`config.mk`:
```
export PLATFORM = sky130hd
export DESIGN_NAME = instr_fetch_queue
export DESIGN_NICKNAME = d
export VERILOG_FILES = /design/src/rtl/pipe_pkg.sv /design/src/rtl/fetch_fifo.sv /design/src/rtl/instr_fetch_queue.sv
export SDC_FILE = /design/constraint.sdc
export NUM_CORES = 1
export LEC_CHECK = 0
export BUFFER_PORTS_ARGS = -buffer_cell sky130_fd_sc_hd__buf_2
export CORE_ASPECT_RATIO = 1.2
export CORE_MARGIN = 1
export CORE_UTILIZATION = 40
export CTS_CLUSTER_SIZE = 10
export DETAILED_ROUTE_END_ITERATION = 7
export SYNTH_ARGS = -nofsm -noshare
export SYNTH_HDL_FRONTEND = slang
export SYNTH_SLANG_ARGS = --single-unit
```
`constraint.sdc`:
```
create_clock -name clk -period 8.8 [get_ports clk]
set_input_delay 1.76 -clock clk [delete_from_list [all_inputs] [get_ports clk]]
set_output_delay 1.76 -clock clk [all_outputs]
set_load 0.03 [all_outputs]
```
`src/rtl/pipe_pkg.sv`:
```
// Types and constants shared by the fetch, decode and execute stages.
// Instruction word layout: opcode[15:12] dest[11:9] src1[8:6] src2[5:3] imm[2:0].
package pipe_pkg;

  localparam int IW = 16;
  localparam int AW = 8;

  localparam int OPC_HI  = 15;
  localparam int OPC_LO  = 12;
  localparam int DEST_HI = 11;
  localparam int DEST_LO = 9;
  localparam int SRC1_HI = 8;
  localparam int SRC1_LO = 6;
  localparam int SRC2_HI = 5;
  localparam int SRC2_LO = 3;
  localparam int IMM_HI  = 2;
  localparam int IMM_LO  = 0;

  localparam logic [3:0] ADD  = 4'b0001;
  localparam logic [3:0] SUB  = 4'b0010;
  localparam logic [3:0] AND  = 4'b0011;
  localparam logic [3:0] LOAD = 4'b0100;

  typedef struct packed {
    logic [3:0] opcode;
    logic [2:0] dest;
    logic [2:0] src1;
    logic [2:0] src2;
    logic [2:0] imm;
  } instr_t;

  function automatic logic [3:0] get_opcode(input logic [IW-1:0] instr);
    return instr[OPC_HI:OPC_LO];
  endfunction

  function automatic logic [2:0] get_dest(input logic [IW-1:0] instr);
    return instr[DEST_HI:DEST_LO];
  endfunction

endpackage

```
`src/rtl/fetch_fifo.sv`:
```
// Prefetch queue: synchronous FIFO with flush, occupancy count and a
// head-data view that reads zero while empty.
module fetch_fifo #(
  parameter int DEPTH = 4,
  parameter int W     = 24
) (
  input  logic                         clk_i,
  input  logic                         rst_ni,
  input  logic                         flush_i,
  input  logic                         push_i,
  input  logic                         pop_i,
  input  logic [W-1:0]                 wdata_i,
  output logic [W-1:0]                 rdata_o,
  output logic [$clog2(DEPTH+1)-1:0]   count_o,
  output logic                         valid_o
);

  localparam int PW = (DEPTH > 1) ? $clog2(DEPTH) : 1;
  localparam int CW = $clog2(DEPTH + 1);

  logic [W-1:0]  mem_q [DEPTH];
  logic [PW-1:0] rd_ptr_q, rd_ptr_d;
  logic [PW-1:0] wr_ptr_q, wr_ptr_d;
  logic [CW-1:0] count_q, count_d;
  logic          do_push_s;
  logic          do_pop_s;

  assign valid_o   = (count_q != CW'(0));
  assign do_push_s = push_i && !flush_i;
  assign do_pop_s  = pop_i && valid_o && !flush_i;

  // Next-state for pointers and occupancy; flush overrides push and pop.
  always_comb begin
    rd_ptr_d = rd_ptr_q;
    wr_ptr_d = wr_ptr_q;
    count_d  = count_q;
    if (flush_i) begin
      rd_ptr_d = '0;
      wr_ptr_d = '0;
      count_d  = '0;
    end else begin
      if (do_push_s) begin
        wr_ptr_d = wr_ptr_q + PW'(1);
      end else begin
        wr_ptr_d = wr_ptr_q;
      end
      if (do_pop_s) begin
        rd_ptr_d = rd_ptr_q + PW'(1);
      end else begin
        rd_ptr_d = rd_ptr_q;
      end
      case ({do_push_s, do_pop_s})
        2'b10:   count_d = count_q + CW'(1);
        2'b01:   count_d = count_q - CW'(1);
        default: count_d = count_q;
      endcase
    end
  end

  // Pointer and occupancy registers.
  always_ff @(posedge clk_i or negedge rst_ni) begin
    if (!rst_ni) begin
      rd_ptr_q <= '0;
      wr_ptr_q <= '0;
      count_q  <= '0;
    end else begin
      rd_ptr_q <= rd_ptr_d;
      wr_ptr_q <= wr_ptr_d;
      count_q  <= count_d;
    end
  end

  // Storage array; a full-queue push lands in the slot being popped, which
  // is safe because the head is read before the edge.
  always_ff @(posedge clk_i) begin
    if (do_push_s) begin
      mem_q[wr_ptr_q] <= wdata_i;
    end
  end

  assign rdata_o = valid_o ? mem_q[rd_ptr_q] : '0;
  assign count_o = count_q;

endmodule

```
`src/rtl/instr_fetch_queue.sv`:
```
// Instruction fetch stage: PC, credit-based issue to a 1-cycle synchronous
// instruction memory, prefetch queue toward decode, and redirect flush.
module instr_fetch_queue #(
  parameter int DEPTH = 4,
  parameter int AW    = pipe_pkg::AW,
  parameter int IW    = pipe_pkg::IW
) (
  input  logic          clk,
  input  logic          reset,
  output logic          imem_req,
  output logic [AW-1:0] imem_addr,
  input  logic [IW-1:0] imem_rdata,
  input  logic          redirect_valid,
  input  logic [AW-1:0] redirect_pc,
  output logic          id_valid,
  input  logic          id_ready,
  output logic [IW-1:0] id_instr,
  output logic [AW-1:0] id_pc
);

  localparam int CW = $clog2(DEPTH + 1);

  logic [AW-1:0]    pc_q, pc_d;
  logic [AW-1:0]    tag_q, tag_d;
  logic             inflight_q, inflight_d;
  logic [CW-1:0]    count_s;
  logic [CW:0]      credit_s;
  logic             issue_s;
  logic             push_s;
  logic             pop_s;
  logic             head_valid_s;
  logic [AW+IW-1:0] head_s;

  assign pop_s = head_valid_s && id_ready;

  // Entries committed after this cycle, counting the response still on its way.
  assign credit_s = {1'b0, count_s} + (CW+1)'(inflight_q) - (CW+1)'(pop_s);

  // Held low during reset so the memory sees no request while state is cleared.
  assign issue_s = reset && !redirect_valid && (credit_s < (CW+1)'(DEPTH));

  // A response arriving in a redirect cycle belongs to the old stream.
  assign push_s = inflight_q && !redirect_valid;

  // PC, request tag and in-flight flag next-state.
  always_comb begin
    pc_d       = pc_q;
    tag_d      = tag_q;
    inflight_d = issue_s;
    if (redirect_valid) begin
      pc_d = redirect_pc;
    end else if (issue_s) begin
      pc_d  = pc_q + AW'(1);
      tag_d = pc_q;
    end else begin
      pc_d  = pc_q;
      tag_d = tag_q;
    end
  end

  // Fetch control registers.
  always_ff @(posedge clk or negedge reset) begin
    if (!reset) begin
      pc_q       <= '0;
      tag_q      <= '0;
      inflight_q <= 1'b0;
    end else begin
      pc_q       <= pc_d;
      tag_q      <= tag_d;
      inflight_q <= inflight_d;
    end
  end

  fetch_fifo #(
    .DEPTH (DEPTH),
    .W     (AW + IW)
  ) u_fifo (
    .clk_i   (clk),
    .rst_ni  (reset),
    .flush_i (redirect_valid),
    .push_i  (push_s),
    .pop_i   (pop_s),
    .wdata_i ({tag_q, imem_rdata}),
    .rdata_o (head_s),
    .count_o (count_s),
    .valid_o (head_valid_s)
  );

  assign imem_req  = issue_s;
  assign imem_addr = pc_q;
  assign id_valid  = head_valid_s;
  assign id_pc     = head_s[AW+IW-1:IW];
  assign id_instr  = head_s[IW-1:0];

endmodule

```
==> results.txt <==
The highest attainable clock frequency came out at around 170 MHz. The flow ran to the end, and the final reports show no timing, DRC or antenna violations. The number of clock sinks seen by CTS is 120. The share of total power dissipated in sequential elements is 0.376. The path class of the tightest hold or removal check is reg -> reg. Detailed routing inserted a total of roughly 2600 vias. The count of distinct cell types in the synthesized netlist came out at 36. For this run, the slowest stage of the critical path takes 0.41 ns. The ratio of cells with drive above 1 in the final layout came out at 0.3600. The transition time at the pin with the least slew margin came out at between 0.9 and 1 ns. The total iterations of the first detailed-routing run is 4. In the layout the commonest cells are sky130_fd_sc_hd__edfxtp_1, sky130_fd_sc_hd__buf_2, sky130_fd_sc_hd__and2_1, sky130_fd_sc_hd__mux4_2, sky130_fd_sc_hd__dfrtp_1. The launching element of the worst setup path is id_ready. The required time reported for the critical path endpoint came out at between 7 and 8 ns.

TritonCTS built the clock tree. The die outline width is about 100 um. The total routed wirelength came out at approximately 8.6 mm. The floorplan core area came out at 0.01222 sq mm.

The leakage power figure is 0.002278 uW. The top-level port count came out at 62. The minimum clock period came out at 5.752 ns. The number of remaining DRC errors came out at 0. The prevailing post-synth register cell is sky130_fd_sc_hd__edfxtp_1. The number of buffers added by the clock tree synthesis step is 17. The number of port buffers is slightly above 60. The post-cts resize count came out at 0. The sum of overflow across all layers after global routing is 0. The critical path is of the in -> out type.

The worst clock skew on the final layout came out at 0.005550 ns. The critical path runs through a total of 11 cells. The initial antenna violation count came out at 0.

The final-report setup violation count came out at 0. The clock transition at the registers of the reported paths came out at ~0.05 ns. The clock reaches the later pin of the worst-skew pair after just over 0.4 ns. Counting flops and latches in the post-synthesis netlist gives 120. At the end of routability-driven placement, the weighted congestion stood at between 0.7 and 0.8.

In the finished design, the share of the clock period the worst path needs comes to 0.6537. The power density relative to cell area is 346.8 mW/mm^2. The async set-or-reset flop fraction in the synthesized netlist came out at 0.2000. The largest net degree at the start of global routing came out at 31. After detailed routing, the average wire length per cell comes to roughly 16 um. The clock tree buffer depth came out at 2. The number of non-filler instances in the completed layout is 536.

The critical path goes through buf_2, o31ai_1, inv_1, ha_1, inv_1, ha_1, or3b_1, a2bb2oi_2, o21ai_4, nor2b_4, buf_2. Detailed placement ended at an HPWL of roughly 5.2 mm. The mean cell area of the mapped netlist came out at ~18 sq um. The area added between synthesis and finish came out at 20.43%. The setup slack of the worst register-to-register path is ~5.7 ns. The nature of the critical path startpoint is an input pin. The capturing point of the worst reg2reg path is tag_q[4]. The effective utilization at floorplan came out at 0.4158. In this run the tightest slew margin relative to its limit is 0.3753. The number of failing hold endpoints at the final stage came out at 0. The H-tree was split into 4 levels. STA classifies the critical path endpoint as an output port. 0 antenna diodes ended up in the layout. The netlist area before placement is roughly 0.0051 sq mm. The floorplan has 44 rows. Following the worst setup path forward leads to its endpoint at imem_req. Leaving out fill and tap cells, the most frequent cell in the layout is sky130_fd_sc_hd__edfxtp_1. The count of final max-slew check failures is 0. The first global-routing pass estimated about 14 mm of wire. The via count of the first global-routing pass came out at roughly 2700. The final layout contains 400 nets.

In the final timing run, aggregate negative setup slack is 0 ns. When the netlist entered floorplanning its net count stood at ~330. The total net switching power is between 700 and 800 uW. The sequential area share after synthesis is 0.6854. Setup repair after global routing left no endpoint under its margin. The floorplan die height came out at between 100 and 150 um. The fill cell instance count of the final layout is a little over 1000.

The number of hold buffers added after CTS was 0. For the worst flop-to-flop path, the logic depth is 10. Cell internal power was estimated by the tool at between 1000 and 1500 uW. After technology mapping, the gate count stands at slightly below 300. The relative contribution of combinational cells to total power came out at 0.319. The remaining number of nets flagged by the antenna check after routing came out at 0. The total track usage is 0.1453.

The cell count after placement came out at ~500. The post-CTS setup buffer count came out at 0. The arrival time at the worst endpoint came out at between 3 and 4 ns. Of all nets on the critical path, the largest fanout is 10. The startpoint identified for the worst register-to-register timing path is u_fifo.count_o[2].

The net switching fraction of the power is 0.3355. The slowest stage of the critical path is the sky130_fd_sc_hd__nor2b_4 cell. The critical path buffer and inverter count came out at 4.

Max-cap violations in this run came to 0. The die footprint is around 0.013 sq mm. The CTS root buffer is sky130_fd_sc_hd__clkbuf_16. The number of enable flip-flop cells after synthesis came out at 96. The starting DRC count in detailed routing came out at 88. The count of yosys warnings during synthesis came out at 0.

The clock network fraction of design power came out at 0.305. The routed via count divided by cell count is around 5. On the critical path the largest part of the delay comes from simple AND/OR/NAND/NOR gates. The worst IR drop on VDD is 0.0001913 V.
==> worst min path at each step <==
| stage | startpoint | end | slack (ns) | cells after the start |
|---|---|---|---|---|
| after detailed placement | tag_q[1] | u_fifo.mem_q[1][17] | 0.52 | 0 |
| after global routing | tag_q[6] | u_fifo.mem_q[1][22] | 0.56 | 0 |
| after floorplan | tag_q[0] | u_fifo.mem_q[0][16] | 0.48 | 0 |
| after CTS | tag_q[6] | u_fifo.mem_q[2][22] | 0.53 | 0 |
| after global placement | tag_q[0] | u_fifo.mem_q[3][16] | 0.50 | 0 |
| final | tag_q[0] | u_fifo.mem_q[2][16] | 0.52 | 0 |
==> layout make-up <==
class / instances / area [sq um] / share of cell area
inverters: 7 / 26.28 / 0.004293
flip-flops and latches: 120 / 3485 / 0.5693
multi-input cells: 150 / 1503 / 0.2455
well taps: 161 / 201.4 / 0.03291
clock inverters: 13 / 130.1 / 0.02126
repair buffers: 66 / 342.8 / 0.05601
clock buffers: 19 / 432.9 / 0.07073
==> cells in the mapped netlist (4+ instances only) <==
library cell | instances | share of area
sky130_fd_sc_hd__mux2i_1 | 7 | 0.014
sky130_fd_sc_hd__inv_1 | 7 | 0.0052
sky130_fd_sc_hd__nand2_1 | 13 | 0.0096
sky130_fd_sc_hd__nor2_1 | 10 | 0.0074
sky130_fd_sc_hd__buf_2 | 4 | 0.0039
sky130_fd_sc_hd__nand3_1 | 5 | 0.0049
sky130_fd_sc_hd__a22oi_1 | 5 | 0.0074
sky130_fd_sc_hd__xor2_1 | 5 | 0.0086
sky130_fd_sc_hd__and2_1 | 29 | 0.036
sky130_fd_sc_hd__dfrtp_1 | 24 | 0.12
sky130_fd_sc_hd__mux2_4 | 8 | 0.024
sky130_fd_sc_hd__mux4_2 | 24 | 0.11
sky130_fd_sc_hd__nor3_1 | 4 | 0.0039
sky130_fd_sc_hd__nor2b_1 | 6 | 0.0074
sky130_fd_sc_hd__ha_1 | 9 | 0.022
sky130_fd_sc_hd__edfxtp_1 | 96 | 0.57
sky130_fd_sc_hd__xnor2_1 | 4 | 0.0069
sky130_fd_sc_hd__clkbuf_1 | 6 | 0.0044
==> flip-flops by register name, summed over array words and instances, names as in the netlist <==
signal / cells
u_fifo.mem_q: 96
imem_addr: 8
tag_q: 8
u_fifo.count_o: 3
u_fifo.rd_ptr_q: 2
u_fifo.wr_ptr_q: 2
inflight_q: 1
==> routing by layer <==
metal,wire length [um],vias up,global-route usage
met3,423,10,0.04484
met5,0,-,0
met1,3696,1296,0.1731
met2,4407,70,0.2450
met4,108,0,0.05965
li1,-,1248,-
==> cells by family after synthesis <==
kind of cell	count (synthesis)	synth area share
buf+inv	20	0.01896
fa+ha+maj	10	0.02610
xor+xnor	9	0.01551
flops	120	0.6854
mux	41	0.1482
simple gates	75	0.08198
compound gates	15	0.02388
==> worst reg2reg max path: cells and delay by family (launching register included) <==
| kind | cells | cell delay (ns) |
|---|---|---|
| AND/OR/NAND/NOR | 1 | 0.41 |
| adder cells (fa/ha/maj) | 2 | 0.40 |
| buffers and inverters | 2 | 0.20 |
| XOR/XNOR | 1 | 0.19 |
| multiplexers | 1 | 0.33 |
| AO/OA/AOI/OAI | 3 | 0.97 |
| flip-flops | 1 | 0.44 |
==> per-stage QoR <==
step	hold slack, ns	worst slack (ns)	power, uW	area, sq um	utilization
4_1_cts	0.5323	3.026	2155	6121	0.5008
5_1_grt	0.5628	2.861	2238	6121	0.5008
2_1_floorplan	0.4761	3.591	1330	5082	-
6_report	0.5202	3.048	2123	6121	0.5008
3_5_place_dp	0.5195	3.037	1502	5558	0.4548
3_3_place_gp	0.4984	3.070	1495	5558	0.4548
==> power groups by stage <==
stage	combinational [uW]	sequential [uW]	clock [uW]
floorplan	545	785	0
global placement	684	811	0
detailed placement	687	815	0
CTS	690	804	661
global route	734	818	687
finish	676	799	648
(Power assumes the default switching activity.)
